<file path="src/rtl/tilt_pkg.sv">
// Shared types and constants for the tilt motion encoder.
// Optional hysteresis is enabled with TILT_HYSTERESIS_EN.
package tilt_pkg;

  typedef enum logic [1:0] {
    IDLE,
    ACCUM,
    SCALE,
    UPDATE
  } tilt_state_e;

  localparam logic [7:0] THR_SAT = 8'd255;
  localparam logic [7:0] THR_MIN = 8'd1;

  typedef struct packed {
    logic       inc;
    logic       dec;
    logic [7:0] thr;
  } axis_cmd_t;

endpackage

</file>
<file path="src/rtl/tilt_axis_shaper.sv">
// Per-axis accumulate, average, deadband and magnitude scaling.
// TILT_HYSTERESIS_EN adds a sticky moving flag with a half deadband.
module tilt_axis_shaper
  import tilt_pkg::*;
#(
  parameter int SAMPLE_WIDTH = 12,
  parameter int AVG_LOG2     = 2,
  parameter int DEADBAND     = 31,
  parameter int MAG_SHIFT    = 3
) (
  input  logic                           clk,
  input  logic                           reset,
  input  logic                           load,
  input  logic                           accum,
  input  logic                           scale,
  input  logic                           update,
  input  logic signed [SAMPLE_WIDTH-1:0] sample,
  output axis_cmd_t                      cmd
);

  localparam int AW = SAMPLE_WIDTH + AVG_LOG2;
  localparam int MW = SAMPLE_WIDTH + 1;
  localparam logic [MW-1:0] DB = MW'(DEADBAND);

  logic signed [AW-1:0] acc_q;
  logic signed [AW-1:0] ext;
  logic signed [AW-1:0] avg;
  logic signed [MW-1:0] avg_w;
  logic [MW-1:0]        mag_d;
  logic [MW-1:0]        mag_q;
  logic                 pos_d;
  logic                 pos_q;
  logic [MW-1:0]        excess;
  logic [MW-1:0]        shifted;
  logic [7:0]           thr_scaled;
  logic                 beyond;
  logic                 live;
  axis_cmd_t            cmd_d;

  assign ext   = AW'(sample);
  assign avg   = acc_q >>> AVG_LOG2;
  // avg always fits in SAMPLE_WIDTH bits; one extra bit keeps |min| positive
  assign avg_w = MW'(avg);
  assign mag_d = avg_w[MW-1] ? $unsigned(-avg_w) : $unsigned(avg_w);
  assign pos_d = !avg_w[MW-1] && (avg_w != '0);

  assign excess  = mag_q - DB;
  assign shifted = excess >> MAG_SHIFT;
  assign beyond  = mag_q > DB;

  always_comb begin
    thr_scaled = shifted[7:0];
    if (shifted > MW'(THR_SAT))
      thr_scaled = THR_SAT;
    else if (shifted[7:0] == 8'd0)
      thr_scaled = THR_MIN;
  end

`ifdef TILT_HYSTERESIS_EN
  localparam logic [MW-1:0] DBH = MW'(DEADBAND >> 1);
  logic moving_q;
  logic zero_q;
  assign live = beyond ||
                (moving_q && (mag_q > DBH) && !zero_q);
`else
  assign live = beyond;
`endif

  always_comb begin
    cmd_d     = '0;
    cmd_d.inc = live && pos_q;
    cmd_d.dec = live && !pos_q;
    if (live)
      cmd_d.thr = beyond ? thr_scaled : THR_MIN;
  end

  always_ff @(posedge clk or negedge reset) begin
    if (!reset) begin
      acc_q    <= '0;
      mag_q    <= '0;
      pos_q    <= 1'b0;
      cmd      <= '0;
`ifdef TILT_HYSTERESIS_EN
      moving_q <= 1'b0;
      zero_q   <= 1'b0;
`endif
    end else begin
      if (load)
        acc_q <= ext;
      else if (accum)
        acc_q <= acc_q + ext;
      if (scale) begin
        mag_q  <= mag_d;
        pos_q  <= pos_d;
`ifdef TILT_HYSTERESIS_EN
        zero_q <= (avg_w == '0);
`endif
      end
      if (update) begin
        cmd      <= cmd_d;
`ifdef TILT_HYSTERESIS_EN
        moving_q <= live;
`endif
      end
    end
  end

endmodule

</file>
<file path="src/rtl/tilt_motion_encoder.sv">
// Accelerometer block averager driving ball x/y motion commands.
// Define TILT_HYSTERESIS_EN for per-axis motion hysteresis.
module tilt_motion_encoder
  import tilt_pkg::*;
#(
  parameter int SAMPLE_WIDTH = 12,
  parameter int AVG_LOG2     = 2,
  parameter int DEADBAND     = 31,
  parameter int MAG_SHIFT    = 3
) (
  input  logic                           clk,
  input  logic                           reset,
  input  logic                           sample_valid,
  output logic                           sample_ready,
  input  logic signed [SAMPLE_WIDTH-1:0] sample_x,
  input  logic signed [SAMPLE_WIDTH-1:0] sample_y,
  output logic                           x_increment,
  output logic                           x_decrement,
  output logic                           y_increment,
  output logic                           y_decrement,
  output logic [7:0]                     x_threshold,
  output logic [7:0]                     y_threshold,
  output logic                           update_strobe
);

  localparam int N  = 1 << AVG_LOG2;
  localparam int CW = AVG_LOG2 + 1;

  tilt_state_e   state_q;
  tilt_state_e   state_d;
  logic [CW-1:0] cnt_q;
  logic          ready_q;
  logic          strobe_q;
  logic          xfer;
  logic          load;
  logic          accum;
  logic          scale;
  logic          update;
  axis_cmd_t     x_cmd;
  axis_cmd_t     y_cmd;

  assign xfer   = sample_valid && ready_q;
  assign scale  = (state_q == SCALE);
  assign update = (state_q == UPDATE);

  always_comb begin
    state_d = state_q;
    load    = 1'b0;
    accum   = 1'b0;
    unique case (state_q)
      IDLE: begin
        if (xfer) begin
          load    = 1'b1;
          state_d = (N == 1) ? SCALE : ACCUM;
        end
      end
      ACCUM: begin
        if (xfer) begin
          accum = 1'b1;
          if (cnt_q == CW'(N - 1))
            state_d = SCALE;
        end
      end
      SCALE:  state_d = UPDATE;
      UPDATE: state_d = IDLE;
    endcase
  end

  // ready is registered so it stays low for the whole reset assertion
  always_ff @(posedge clk or negedge reset) begin
    if (!reset) begin
      state_q  <= IDLE;
      cnt_q    <= '0;
      ready_q  <= 1'b0;
      strobe_q <= 1'b0;
    end else begin
      state_q  <= state_d;
      ready_q  <= (state_d == IDLE) || (state_d == ACCUM);
      strobe_q <= update;
      if (load)
        cnt_q <= CW'(1);
      else if (accum)
        cnt_q <= cnt_q + CW'(1);
    end
  end

  tilt_axis_shaper #(
    .SAMPLE_WIDTH(SAMPLE_WIDTH),
    .AVG_LOG2    (AVG_LOG2),
    .DEADBAND    (DEADBAND),
    .MAG_SHIFT   (MAG_SHIFT)
  ) u_x (
    .clk   (clk),
    .reset (reset),
    .load  (load),
    .accum (accum),
    .scale (scale),
    .update(update),
    .sample(sample_x),
    .cmd   (x_cmd)
  );

  tilt_axis_shaper #(
    .SAMPLE_WIDTH(SAMPLE_WIDTH),
    .AVG_LOG2    (AVG_LOG2),
    .DEADBAND    (DEADBAND),
    .MAG_SHIFT   (MAG_SHIFT)
  ) u_y (
    .clk   (clk),
    .reset (reset),
    .load  (load),
    .accum (accum),
    .scale (scale),
    .update(update),
    .sample(sample_y),
    .cmd   (y_cmd)
  );

  assign sample_ready  = ready_q;
  assign update_strobe = strobe_q;
  assign x_increment   = x_cmd.inc;
  assign x_decrement   = x_cmd.dec;
  assign x_threshold   = x_cmd.thr;
  assign y_increment   = y_cmd.inc;
  assign y_decrement   = y_cmd.dec;
  assign y_threshold   = y_cmd.thr;

endmodule

</file>
<file path="config.mk">
export PLATFORM = sky130hd
export DESIGN_NAME = tilt_motion_encoder
export DESIGN_NICKNAME = d
export VERILOG_FILES = /design/src/rtl/tilt_pkg.sv /design/src/rtl/tilt_axis_shaper.sv /design/src/rtl/tilt_motion_encoder.sv
export SDC_FILE = /design/constraint.sdc
export NUM_CORES = 1
export LEC_CHECK = 0
export CORE_ASPECT_RATIO = 1.4
export CORE_UTILIZATION = 30
export CTS_CLUSTER_SIZE = 25
export DETAILED_ROUTE_END_ITERATION = 6
export SETUP_SLACK_MARGIN = 0.5
export SYNTH_ARGS = -nofsm -noshare
export SYNTH_HDL_FRONTEND = slang
export SYNTH_HIERARCHICAL = 1
export SYNTH_SLANG_ARGS = --single-unit
</file>
<file path="constraint.sdc">
create_clock -name clk -period 2.7 [get_ports clk]
set_clock_uncertainty 0.1 [all_clocks]
set_input_delay 0.54 -clock clk [delete_from_list [all_inputs] [get_ports clk]]
set_output_delay 0.54 -clock clk [all_outputs]
set_load 0.05 [all_outputs]
</file>
=== Yosys cells after proc, flatten, opt, wreduce, memory -nomap -nowiden ===
Index checks and enable logic that the tools add are counted.

* Bits in registers: 83
* Input bits: 27
* Output and inout bits: 22
* Logic and storage cells: 72

* Add/sub/neg operators: 7
* $lt $le $gt $ge: 4
* Equal/unequal tests: 5
* Multiplexer cells: 21
* Reductions and logical operators: 19

{| class="wikitable"
|+ Operators by type and width
! operator !! count
|-
| 14-bit 2-to-1 mux || 4
|-
| 8-bit 2-to-1 mux || 6
|-
| 14-bit by 12-bit adder with 14-bit output || 2
|-
| 13-bit by 5-bit > comparator with 1-bit output (second input constant) || 2
|-
| 13-bit 2-to-1 mux || 2
|-
| 12-bit negator with 13-bit output || 2
|-
| 13-bit nonzero test || 2
|-
| 13-bit by 5-bit subtractor with 13-bit output (second input constant) || 2
|-
| 10-bit by 8-bit > comparator with 1-bit output (second input constant) || 2
|-
| 8-bit zero test || 2
|-
| 2-bit case mux with 4 select lines || 1
|-
| 1-bit logical AND || 7
|-
| 2-bit 2-to-1 mux || 3
|-
| 3-bit 2-to-1 mux || 2
|-
| 2-bit by 1-bit == test with 1-bit output (second input constant) || 2
|-
| 2-bit == test (second input constant) || 2
|-
| 1-bit zero test || 4
|-
| 2-bit zero test || 2
|-
| 3-bit by 1-bit adder with 3-bit output (second input constant) || 1
|-
| 3-bit by 2-bit == test with 1-bit output (second input constant) || 1
|-
| 1-bit 2-to-1 mux || 3
|-
| 2-bit nonzero test || 1
|-
| 1-bit logical OR || 1
|}

=== Logic depth before layout (Yosys ltp) ===
Gate-level depths: netlist of the first run.

* Word-level depth: 6
* Mapped depth: 10
* Gate-level depth less buffers: 10

=== By module ===
Netlist of the first run, hierarchy kept.

{| class="wikitable"
|+ Modules (own cells, without submodules)
! module !! times used !! cells an instance !! area each (µm²) !! seq. area each (µm²)
|-
| tilt_axis_shaper || 2 || 275 || 2522.4 || 950.9
|-
| tilt_motion_encoder || 1 || 28 || 330.3 || 175.2
|}

=== Worst setup path after synthesis of the first run ===
Ideal clock, no wire load.

* Path kind: in2reg
* Start point: in sample_x[0]
* End point: reg u_x.acc_q[12]
* Setup time: 0.130 ns
* Data arrival time: 2.164 ns
* Data required time: 2.470 ns
* Path slack: 0.306 ns
* Stages on the path: 10
* Buffers on the path: 0
* Cell sequence: ha_1 > inv_1 > fa_1 > nor2b_1 > o21a_1 > o21ai_0 > a211o_1 > a21oi_1 > nand4b_1 > nor3b_1

* Longest elaborated chain between the ends: 3

{| class="wikitable"
|+ Ends and longest elaborated chain
! item !! RTL line !! RTL
|-
| start: declaration || tilt_motion_encoder.sv:15 || <nowiki>input logic signed [SAMPLE_WIDTH-1:0] sample_x,</nowiki>
|-
| 14-bit by 12-bit adder with 14-bit output || tilt_axis_shaper.sv:91 || <nowiki>acc_q <= acc_q + ext;</nowiki>
|-
| 14-bit 2-to-1 mux || tilt_axis_shaper.sv:90 || <nowiki>else if (accum)</nowiki>
|-
| 14-bit 2-to-1 mux || tilt_axis_shaper.sv:88 || <nowiki>if (load)</nowiki>
|-
| end signal: assignment || tilt_axis_shaper.sv:89 || <nowiki>acc_q <= ext;</nowiki>
|-
| end signal: assignment || tilt_axis_shaper.sv:91 ||
|-
| end: declaration || tilt_axis_shaper.sv:25 || <nowiki>logic signed [AW-1:0] acc_q;</nowiki>
|}

No other way between the ends. The select of a mux whose other input is x is not followed.
A chain may end at the register's enable or synchronous reset.

=== Worst setup path after layout of the first run ===
* Start point: reg u_x.mag_q[10]
* End point: reg u_x/cmd[3] (netlist name)

* Longest elaborated chain between the ends: 5
* Elaborated cells on any way between the ends: 7
* Classes of those cells: add/sub: 1; order compare: 2; mux: 3; reduce/logical: 1

{| class="wikitable"
|+ Ends and longest elaborated chain
! item !! RTL line !! RTL
|-
| start: declaration || tilt_axis_shaper.sv:30 || <nowiki>logic [MW-1:0] mag_q;</nowiki>
|-
| start signal: assignment || tilt_axis_shaper.sv:93 || <nowiki>mag_q <= mag_d;</nowiki>
|-
| branches (longest 4 deep; another with 13-bit by 5-bit subtractor with 13-bit output) || n/a ||
|-
| 8-bit 2-to-1 mux (*) || tilt_axis_shaper.sv:73 || <nowiki>if (live)</nowiki>
|-
| end signal: assignment || tilt_axis_shaper.sv:100 || <nowiki>cmd <= cmd_d;</nowiki>
|-
| end: declaration || tilt_axis_shaper.sv:18 || <nowiki>output axis_cmd_t cmd</nowiki>
|}

Every way passes the cells marked *.

==> summary.json, run 1 <==
{
  "design.core.area_um2": 17500,
  "synth.lib_cells_used.distinct": 52,
  "power.density_cell_area_nw_per_um2": 1290,
  "tritoncts": "yes",
  "final_core_utilization_pct": 41.5,
  "ys_seq_area_share_pct": 38.6,
  "number_of_nets_produced_by_synthesis": 637,
  "grt_start_max_net_pins": 46,
  "gpl.final_weighted_congestion": 0.801,
  "drt_iter0_markers": 155,
  "fp.dieArea_um2": 18500,
  "grt_setup_unrepaired": "true",
  "final_antenna_diode_count": 0,
  "dp_hpwl_um": 9080,
  "relSlewSlack_pct": 53.4,
  "post_synth.cell_area_avg_um2": 9.30,
  "fmax_mhz": 445,
  "length_of_the_first_detailed_routing_pass_in_iterations": 4,
  "drc": 0,
  "crit_path_cell_trace": "or3_4, or4_4, nor2_4, xnor2_2, nor2_4, a31oi_1, mux2_2",
  "critical_path_startpoint_category": "flop",
  "antenna_found_initial": 0,
  "final_cell_mix": "dfrtp_1 (80), buf_4 (51), nor2_1 (49), a21oi_1 (49), nand2_1 (35)",
  "cp.required_ns": 2.83,
  "hp-class": "input port to async pin",
  "period_minus_slack_ns": 2.24,
  "synthArstFlopShare_pct": 100,
  "post_synthesis_instance_area_um2": 5380,
  "cts.root.buffer_cell": "clkbuf_16",
  "fp.dieH_um": 160,
  "final_report_max_slew_violation_count": 0,
  "syn_inst": 578,
  "number_of_global_route_vias_before_repair": 4563,
  "finalNonFillerCells": 908,
  "dp.cells": 874,
  "cp_data_arrival_time_ns": 2.37,
  "worst_ir_drop_vdd_mv": 0.332,
  "routed_wire_length_per_instance_um": 14.0,
  "vias_post_dr": 4493,
  "global_route_wire_length_before_repair_um": 21400,
  "holdBufCountCts": 0,
  "viasPerCell": 4.95,
  "finalHoldViolations": 0,
  "worst_path_most_repeated_cell": "nor2_4",
  "post_route_cells_drive_above_1_share_pct": 26.0,
  "start_util_pct": 30.8,
  "leakagePower_nw": 3.06,
  "critPathCaptureType": "flop",
  "ant_nets": 0,
  "top_level_ports": 49,
  "buf_inv_on_cp": 0,
  "cts-buffers-inserted": 9,
  "htreeDepth": 3,
  "worstSkewPairLatency_ns": 0.34,
  "number_of_failing_setup_endpoints_in_the_final_timing_report": 0,
  "clk_slew_on_worst_s_h_paths_ns": 0.07,
  "port-buffer-count": 48,
  "grt-ovfl-total": 0,
  "ys_seq_elements": 83,
  "die_width_um": 115,
  "final_net_count": 726,
  "maxCapViolations": 0,
  "ys_warn_count": 6,
  "cp_slowest_stage_delay_ns": 0.47,
  "grt_use_total_pct": 14.4,
  "num_rows": 57,
  "synthFlopType": "dfrtp_1",
  "peak_fanout_along_the_critical_path": 5,
  "synth_enable_flop_cells": 0,
  "tritoncts_num_sinks": 83,
  "critPathSlowestCell": "or4_4",
  "status": "completed",
  "route.final.wire_length_um": 12700,
  "worst_pin_slew_ns": 0.698,
  "areaGrowthSynthToFinish_pct": 34.9,
  "critPathKind": "flop to flop",
  "path_delay_family": "simple AND/OR/NAND/NOR gates",
  "max_clock_buf_depth": 2,
  "final_common_cell": "dfrtp_1",
  "min_period_over_period_pct": 83.1
}
[where the power goes]
group	internal [mW]	switching (mW)	leakage, nW	total (mW)
clock network	0.838	0.524	0.163	1.36
logic	2.68	2.80	1.88	5.48
registers	1.82	0.679	1.01	2.50
[final cells by class]
type | instances | area [um^2]
Fill cell | 1667 | 10200
Inverter | 24 | 90.1
Clock buffer | 10 | 239
Sequential cell | 83 | 2080
Timing Repair Buffer | 100 | 896
Clock inverter | 6 | 87.6
Tap cell | 236 | 295
Multi-Input combinational cell | 449 | 3560
[through the flow]
stage               area, um^2  setup slack (ns)  hold slack (ns)  power, mW  TNS (ns)
finish                    7250             0.455           0.0680       9.34         0
global route              7250             0.385            0.101       10.1         0
CTS                       7020             0.405           0.0887       9.03         0
detailed placement        6380            -0.157            0.398       7.22    -0.904
global placement          6380           -0.0855            0.395       7.04    -0.346
floorplan                 5400             0.458            0.144       5.79         0
[metal layers]
layer	up-vias	wire length, um	track usage [%]
met5	-	0	0
met4	0	239	5.43
met3	13	252	2.08
met2	41	6780	25.7
met1	2185	5460	17.2
li1	2254	-	-
[worst reg2reg max path, delay by kind of cell, from the launching register on]
kind | cells | cell delay [ns]
simple gates | 4 | 1.16
flops | 1 | 0.39
mux | 1 | 0.28
compound gates | 1 | 0.12
xor+xnor | 1 | 0.10
[synth_stat cells (3+ instances only)]
cell,instances,area [um^2]
o41ai_1,4,35.0
o22ai_1,4,25.0
xnor2_1,18,158
mux2_2,18,203
xor2_1,26,228
or4_1,6,45.0
nand3_1,8,40.0
mux2i_1,18,180
a31oi_1,10,62.6
inv_1,24,90.1
a211oi_1,6,45.0
nand2_1,35,131
nor3_1,7,35.0
clkbuf_1,18,67.6
ha_1,30,375
a21oi_1,63,315
o21bai_1,4,30.0
o31ai_1,6,45.0
and2_1,3,18.8
nor3_2,4,40.0
o21a_1,6,45.0
o21ai_0,38,190
nor2b_1,9,56.3
nor2_1,49,184
dfrtp_1,83,2080
a22oi_1,3,22.5
nand2b_1,13,81.3
nor3b_1,6,45.0
nor2_4,4,45.0
or3_1,8,50.1
a21o_1,9,67.6
[worst paths after layout]
| check | to | start | slack [ns] | cells after the start |
|---|---|---|---|---|
| hold reg to reg | u_y/cmd[8]$_DFFE_PN0P_ | u_y/cmd[8]$_DFFE_PN0P_ | 0.40 | 1 |
| setup / recovery | u_x/cmd[3]$_DFFE_PN0P_ | u_x/mag_q[10]$_DFFE_PN0P_ | 0.46 | 7 |
| hold / removal | u_y/acc_q[1]$_DFFE_PN0P_ | reset | 0.07 | 1 |
| max in group asynchronous | u_x/acc_q[2]$_DFFE_PN0P_ | reset | 1.75 | 2 |
| setup reg to reg | u_x/cmd[3]$_DFFE_PN0P_ | u_x/mag_q[10]$_DFFE_PN0P_ | 0.46 | 7 |
| min in group clk | u_y/acc_q[0]$_DFFE_PN0P_ | sample_y[0] | 0.35 | 3 |
[sequential cells by signal (all words and copies together), names as in the netlist]
signal / flops
u_x/cmd: 10
update_strobe: 1
u_x/acc_q: 14
state_q: 2
u_y/mag_q: 13
u_x/mag_q: 13
u_y/acc_q: 14
u_y/cmd: 10
cnt_q: 3
sample_ready: 1
u_x/pos_q: 1
u_y/pos_q: 1
[cells by family after synthesis]
group | after synthesis | synth area share (%)
xor+xnor | 44 | 7.17
flops | 83 | 38.6
fa+ha+maj | 32 | 7.73
mux | 37 | 7.40
buf+inv | 46 | 3.26
compound gates | 162 | 17.9
simple gates | 174 | 17.9
[timing repair]
item                                    in CTS  in global routing
pin swaps                                   19                 21
endpoints found under the setup margin      37                 31
buffers inserted                            13                  5
resized for setup                           52                 42
cloned                                       0                  0
hold endpoints to repair                     0                  0
Power figures use the tool's default switching activity.
==> run 2, diff against run 1 <==
clock period = 1.9 ns   (was 2.7 ns; I/O delays follow)
==> summary.json, run 2 (synthesis results as in run 1) <==
{
  "hold_path_depth": 3,
  "internal_power_mw": 9.69,
  "grt_start_max_net_pins": 39,
  "areaGrowthSynthToFinish_pct": 68.4,
  "worst_path_most_repeated_cell": "nor2_4",
  "final_net_count": 861,
  "cp_data_arrival_time_ns": 2.39,
  "final_cell_mix": "buf_4 (135), dfrtp_1 (76), buf_6 (62), nor2_1 (45), a21oi_1 (33)",
  "fillerInstances": 1532,
  "critPathKind": "flop to flop",
  "period_minus_slack_ns": 2.26,
  "critical_path_startpoint_category": "flop",
  "routed_wire_length_per_instance_um": 14.4,
  "clk_slew_on_worst_s_h_paths_ns": 0.07,
  "post_route_cells_drive_above_1_share_pct": 49.4,
  "relSlewSlack_pct": 66.7,
  "top_regs": "u_x/acc_q: 14 flops, u_y/acc_q: 14 flops",
  "netSwitchingFraction_pct": 41.7,
  "fp.dieArea_um2": 18500,
  "viasPerCell": 4.86,
  "grt_use_total_pct": 16.7,
  "peak_fanout_along_the_critical_path": 5,
  "gpl.final_weighted_congestion": 0.829,
  "final_common_cell": "buf_4",
  "r2r_start": "u_y/mag_q[10]$_DFFE_PN0P_",
  "tritoncts_num_sinks": 83,
  "whs_endpoint": "u_x/acc_q[1]$_DFFE_PN0P_",
  "p_clk_share_pct": 11.1,
  "p_sw_mw": 6.94,
  "finalHoldViolations": 0,
  "global_route_wire_length_before_repair_um": 24900,
  "final_antenna_diode_count": 0,
  "worstHoldStart": "sample_x[1]",
  "critPathCaptureType": "flop",
  "tritoncts": "yes",
  "number_of_global_route_vias_before_repair": 5339,
  "number_of_failing_setup_endpoints_in_the_final_timing_report": 45,
  "worst_pin_slew_ns": 0.500,
  "cp_slowest_stage_delay_ns": 0.45,
  "die_width_um": 115,
  "design.core.area_um2": 17500,
  "fp.dieH_um": 160,
  "vias_post_dr": 5070,
  "worst_ir_drop_vdd_mv": 0.646,
  "length_of_the_first_detailed_routing_pass_in_iterations": 4,
  "combPwrFrac_pct": 68.3,
  "crit_path_cell_trace": "or3_4, or4_4, nor2_4, xnor2_4, nor2_4, a31oi_1, mux2_2",
  "drt_iter0_markers": 165,
  "power.density_cell_area_nw_per_um2": 1840,
  "antenna_found_initial": 0,
  "cts-buffers-inserted": 9,
  "htreeDepth": 3,
  "num_rows": 57,
  "ant_nets": 0,
  "drc": 0,
  "regToRegSetupSlack_ns": -0.36,
  "pwr-share-seq_pct": 20.6,
  "fmax_mhz": 443,
  "cp.required_ns": 2.03,
  "finalPower_mw": 16.6,
  "start_util_pct": 30.8,
  "final_core_utilization_pct": 51.8,
  "critPathSlowestCell": "or4_4",
  "port-buffer-count": 48,
  "final_report_max_slew_violation_count": 0,
  "fin_tns_setup_ns": -8.06,
  "max_clock_buf_depth": 2,
  "leakagePower_nw": 3.95,
  "worstSkewPairLatency_ns": 0.34,
  "worst_reg2reg_path_length_in_cells": 7,
  "top_level_ports": 49,
  "holdWs_ns": 0.367,
  "dp_hpwl_um": 10400,
  "crit-reg2reg-capture": "u_y/cmd[3]$_DFFE_PN0P_",
  "status": "finished, violations left",
  "hp-class": "input port to flop",
  "maxCapViolations": 0,
  "route.final.wire_length_um": 15000,
  "layout_setup_ws_ns": -0.359,
  "violations": "setup timing",
  "min_period_over_period_pct": 119,
  "grt_setup_unrepaired": "true",
  "cts.root.buffer_cell": "clkbuf_16",
  "grt-ovfl-total": 0
}
## run 2: changes by cell type in the layout (fill, tap and decap cells not counted), moves of 7 or more
cell,previous run,this run
buf_4,51,135
o21ai_2,4,11
a21oi_2,13,24
o21ai_1,8,22
o21ai_0,26,3
mux2_2,18,6
buf_6,0,62
mux2_4,1,13
a21oi_1,49,33
clkdlybuf4s50_1,32,14
## run 2: critical path: cells and delay by family (launching register included)
| kind | cells | cell delay [ns] |
|---|---|---|
| compound gates | 1 | 0.14 |
| xor+xnor | 1 | 0.09 |
| flops | 1 | 0.37 |
| simple gates | 4 | 1.17 |
| mux | 1 | 0.27 |
## run 2: per-stage QoR
step	cells	area, um^2	setup WS, ns
after floorplan	578	5780	-0.205
after global placement	974	7380	-0.736
after detailed placement	974	7380	-0.791
after CTS	1018	8420	-0.273
after global routing	1043	9050	-0.472
final	1043	9050	-0.359
## run 2: area by class of cell
class	instances	area, um^2	share of cell area [%]
multi-input cells	449	4080	45.0
repair buffers	235	2190	24.1
flip-flops and latches	83	2090	23.0
well taps	236	295	3.26
clock buffers	10	239	2.64
inverters	24	97.6	1.08
clock inverters	6	72.6	0.802
## run 2: power by group through the flow
stage / Combinational (mW) / Sequential, mW / Clock, mW
2_1_floorplan: 4.81 / 4.08 / 0
3_3_place_gp: 8.47 / 3.29 / 0
3_5_place_dp: 8.73 / 3.35 / 0
4_1_cts: 10.1 / 3.41 / 1.90
5_1_grt: 12.3 / 3.54 / 1.98
6_report: 11.4 / 3.43 / 1.85
## run 2: worst max-delay path by stage
stage	start	to	slack (ns)
2_1_floorplan	u_x/mag_q[8]$_DFFE_PN0P_	u_x/cmd[3]$_DFFE_PN0P_	-0.21
6_report	u_y/mag_q[10]$_DFFE_PN0P_	u_y/cmd[3]$_DFFE_PN0P_	-0.36
3_5_place_dp	sample_x[0]	u_x/acc_q[12]$_DFFE_PN0P_	-0.79
5_1_grt	u_y/mag_q[10]$_DFFE_PN0P_	u_y/cmd[3]$_DFFE_PN0P_	-0.47
3_3_place_gp	sample_x[0]	u_x/acc_q[12]$_DFFE_PN0P_	-0.74
4_1_cts	u_x/mag_q[10]$_DFFE_PN0P_	u_x/cmd[5]$_DFFE_PN0P_	-0.27
## run 2: timing repair
item | in CTS | in global routing
hold buffers | 1 | 0
setup buffers | 25 | 23
setup endpoints to repair | 96 | 87
pin swaps | 64 | 45
resized for setup | 127 | 90
endpoints found under the hold margin | 31 | 0
cloned | 2 | 2
## run 2: routing by layer
layer / GRT usage [%] / up-vias / wire [um]
met1: 19.6 / 2472 / 6230
li1: - / 2526 / -
met3: 2.11 / 13 / 277
met4: 5.08 / 0 / 188
met5: 0 / - / 0
met2: 31.0 / 59 / 8340
==> run 3, diff against run 2 <==
CORE_MARGIN = 5   (was unset)
==> summary.json, run 3 (synthesis results as in run 1) <==
{
  "port-buffer-count": 48,
  "number_of_failing_setup_endpoints_in_the_final_timing_report": 47,
  "start_util_pct": 30.2,
  "hp-class": "input port to flop",
  "global_route_wire_length_before_repair_um": 25300,
  "final_net_count": 853,
  "tritoncts_num_sinks": 83,
  "worst_path_most_repeated_cell": "nor2_4",
  "cp_data_arrival_time_ns": 2.34,
  "crit_start": "u_y/mag_q[10]$_DFFE_PN0P_",
  "num_rows": 58,
  "worstHoldStart": "sample_y[5]",
  "ant_nets": 0,
  "fillerInstances": 1559,
  "post_route_cells_drive_above_1_share_pct": 49.6,
  "pre_cts_worst_setup_slack_ns": -0.810,
  "relSlewSlack_pct": 65.7,
  "critPathKind": "flop to flop",
  "cp.required_ns": 2.02,
  "vias_post_dr": 5083,
  "fp.dieH_um": 168,
  "grt-ovfl-total": 0,
  "worst_ir_drop_vdd_mv": 0.625,
  "final_antenna_diode_count": 0,
  "number_of_global_route_vias_before_repair": 5272,
  "finalHoldViolations": 0,
  "status": "finished, violations left",
  "die_width_um": 123,
  "violations": "setup timing",
  "critPathCaptureType": "flop",
  "final_cell_mix": "buf_4 (122), dfrtp_1 (73), buf_6 (67), nor2_1 (45), a21oi_1 (34)",
  "grt_start_max_net_pins": 84,
  "cp_slowest_stage_delay_ns": 0.45,
  "min_period_over_period_pct": 117,
  "dp.cells": 972,
  "dp_hpwl_um": 10300,
  "top_regs": "u_x/acc_q: 14 flops, u_y/acc_q: 14 flops",
  "final_report_max_slew_violation_count": 0,
  "final_core_utilization_pct": 51.2,
  "leakagePower_nw": 3.94,
  "critical_path_startpoint_category": "flop",
  "drc": 0,
  "routed_wire_length_per_instance_um": 15.1,
  "grt_setup_unrepaired": "true",
  "finalPower_mw": 16.9,
  "gpl.final_weighted_congestion": 0.858,
  "fp.dieArea_um2": 20700,
  "worstSkewPairLatency_ns": 0.34,
  "peak_fanout_along_the_critical_path": 5,
  "crit_path_cell_trace": "or3_4, or4_4, nor2_4, xnor2_4, nor2_4, a31oi_1, mux2_2",
  "clk_slew_on_worst_s_h_paths_ns": 0.07,
  "max_clock_buf_depth": 2,
  "route.final.wire_length_um": 15700,
  "htreeDepth": 3,
  "grt_use_total_pct": 15.0,
  "layout_setup_ws_ns": -0.318,
  "cts.root.buffer_cell": "clkbuf_16",
  "critPathSlowestCell": "or4_4",
  "r2r_start": "u_y/mag_q[10]$_DFFE_PN0P_",
  "areaGrowthSynthToFinish_pct": 69.5,
  "antenna_found_initial": 0,
  "tritoncts": "yes",
  "maxCapViolations": 0,
  "finalNonFillerCells": 1038,
  "length_of_the_first_detailed_routing_pass_in_iterations": 4,
  "cts-buffers-inserted": 9,
  "power.density_cell_area_nw_per_um2": 1860,
  "top_level_ports": 49,
  "viasPerCell": 4.90,
  "worst_pin_slew_ns": 0.514,
  "fmax_mhz": 451,
  "design.core.area_um2": 17800,
  "period_minus_slack_ns": 2.22,
  "drt_iter0_markers": 254,
  "final_common_cell": "buf_4"
}
[run 3: cell count changes in the layout (fill, tap and decap cells not counted), moves of 3 or more]
cell / previous run / this run
buf_4: 135 / 122
buf_6: 62 / 67
clkdlybuf4s50_1: 14 / 10
dlygate4sd2_1: 11 / 15
ha_4: 13 / 17
o21ai_1: 22 / 18
dfrtp_1: 76 / 73
dfrtp_2: 7 / 10
ha_1: 15 / 12
mux2_2: 6 / 3
mux2_4: 13 / 16
nand3_1: 8 / 5
o21ai_0: 3 / 6
[run 3: worst max-delay path, delay by kind of cell (launching register included)]
family           cells  cell delay, ns
AND/OR/NAND/NOR      4            1.16
flip-flops           1            0.37
multiplexers         1            0.27
XOR/XNOR             1            0.09
AO/OA/AOI/OAI        1            0.11
[run 3: timing repair]
| action | CTS | global route |
|---|---|---|
| buffers inserted | 27 | 19 |
| pin swaps | 78 | 41 |
| cloned | 3 | 1 |
| hold buffers | 1 | 0 |
| resized for setup | 148 | 90 |
| hold endpoints to repair | 7 | 0 |
| endpoints found under the setup margin | 86 | 91 |
[run 3: metrics by stage]
step | setup TNS (ns) | instance area, um^2 | hold WS, ns
6_report | -7.80 | 9110 | 0.321
5_1_grt | -11.36 | 9110 | 0.335
4_1_cts | -6.26 | 8560 | 0.317
3_5_place_dp | -17.83 | 7350 | 0.365
3_3_place_gp | -16.25 | 7350 | 0.348
2_1_floorplan | -3.32 | 5780 | -0.0156
[run 3: cell type report]
class	instances	area (um^2)	area share, %
flip-flops and latches	83	2090	22.9
multi-input cells	449	4180	45.8
well taps	240	300	3.30
clock buffers	11	243	2.66
inverters	24	97.6	1.07
clock inverters	4	51.3	0.563
repair buffers	227	2150	23.6
[run 3: worst paths after layout]
| path | end | slack (ns) | cells past startpoint |
|---|---|---|---|
| worst max-delay path | u_y/cmd[3]$_DFFE_PN0P_ | -0.32 | 7 |
| worst min-delay path | u_y/acc_q[5]$_DFFE_PN0P_ | 0.32 | 3 |
| worst max register to register | u_y/cmd[3]$_DFFE_PN0P_ | -0.32 | 7 |
| worst min register to register | u_y/cmd[8]$_DFFE_PN0P_ | 0.43 | 1 |
| max in group asynchronous | u_y/acc_q[2]$_DFFE_PN0P_ | 0.76 | 3 |
| min in group asynchronous | u_x/acc_q[4]$_DFFE_PN0P_ | 0.46 | 3 |
[run 3: report_power, final]
group | switching (mW) | internal (mW)
Combinational | 5.48 | 6.19
Clock | 0.739 | 1.05
Sequential | 0.874 | 2.61
Total | 7.09 | 9.85
[run 3: routing by layer]
metal	vias to the layer above	GRT usage (%)	share of wire [%]
met4	0	5.64	1.8
met2	58	27.2	55
met1	2484	17.5	41
li1	2524	-	-
met3	17	2.05	2.3
met5	-	0	0
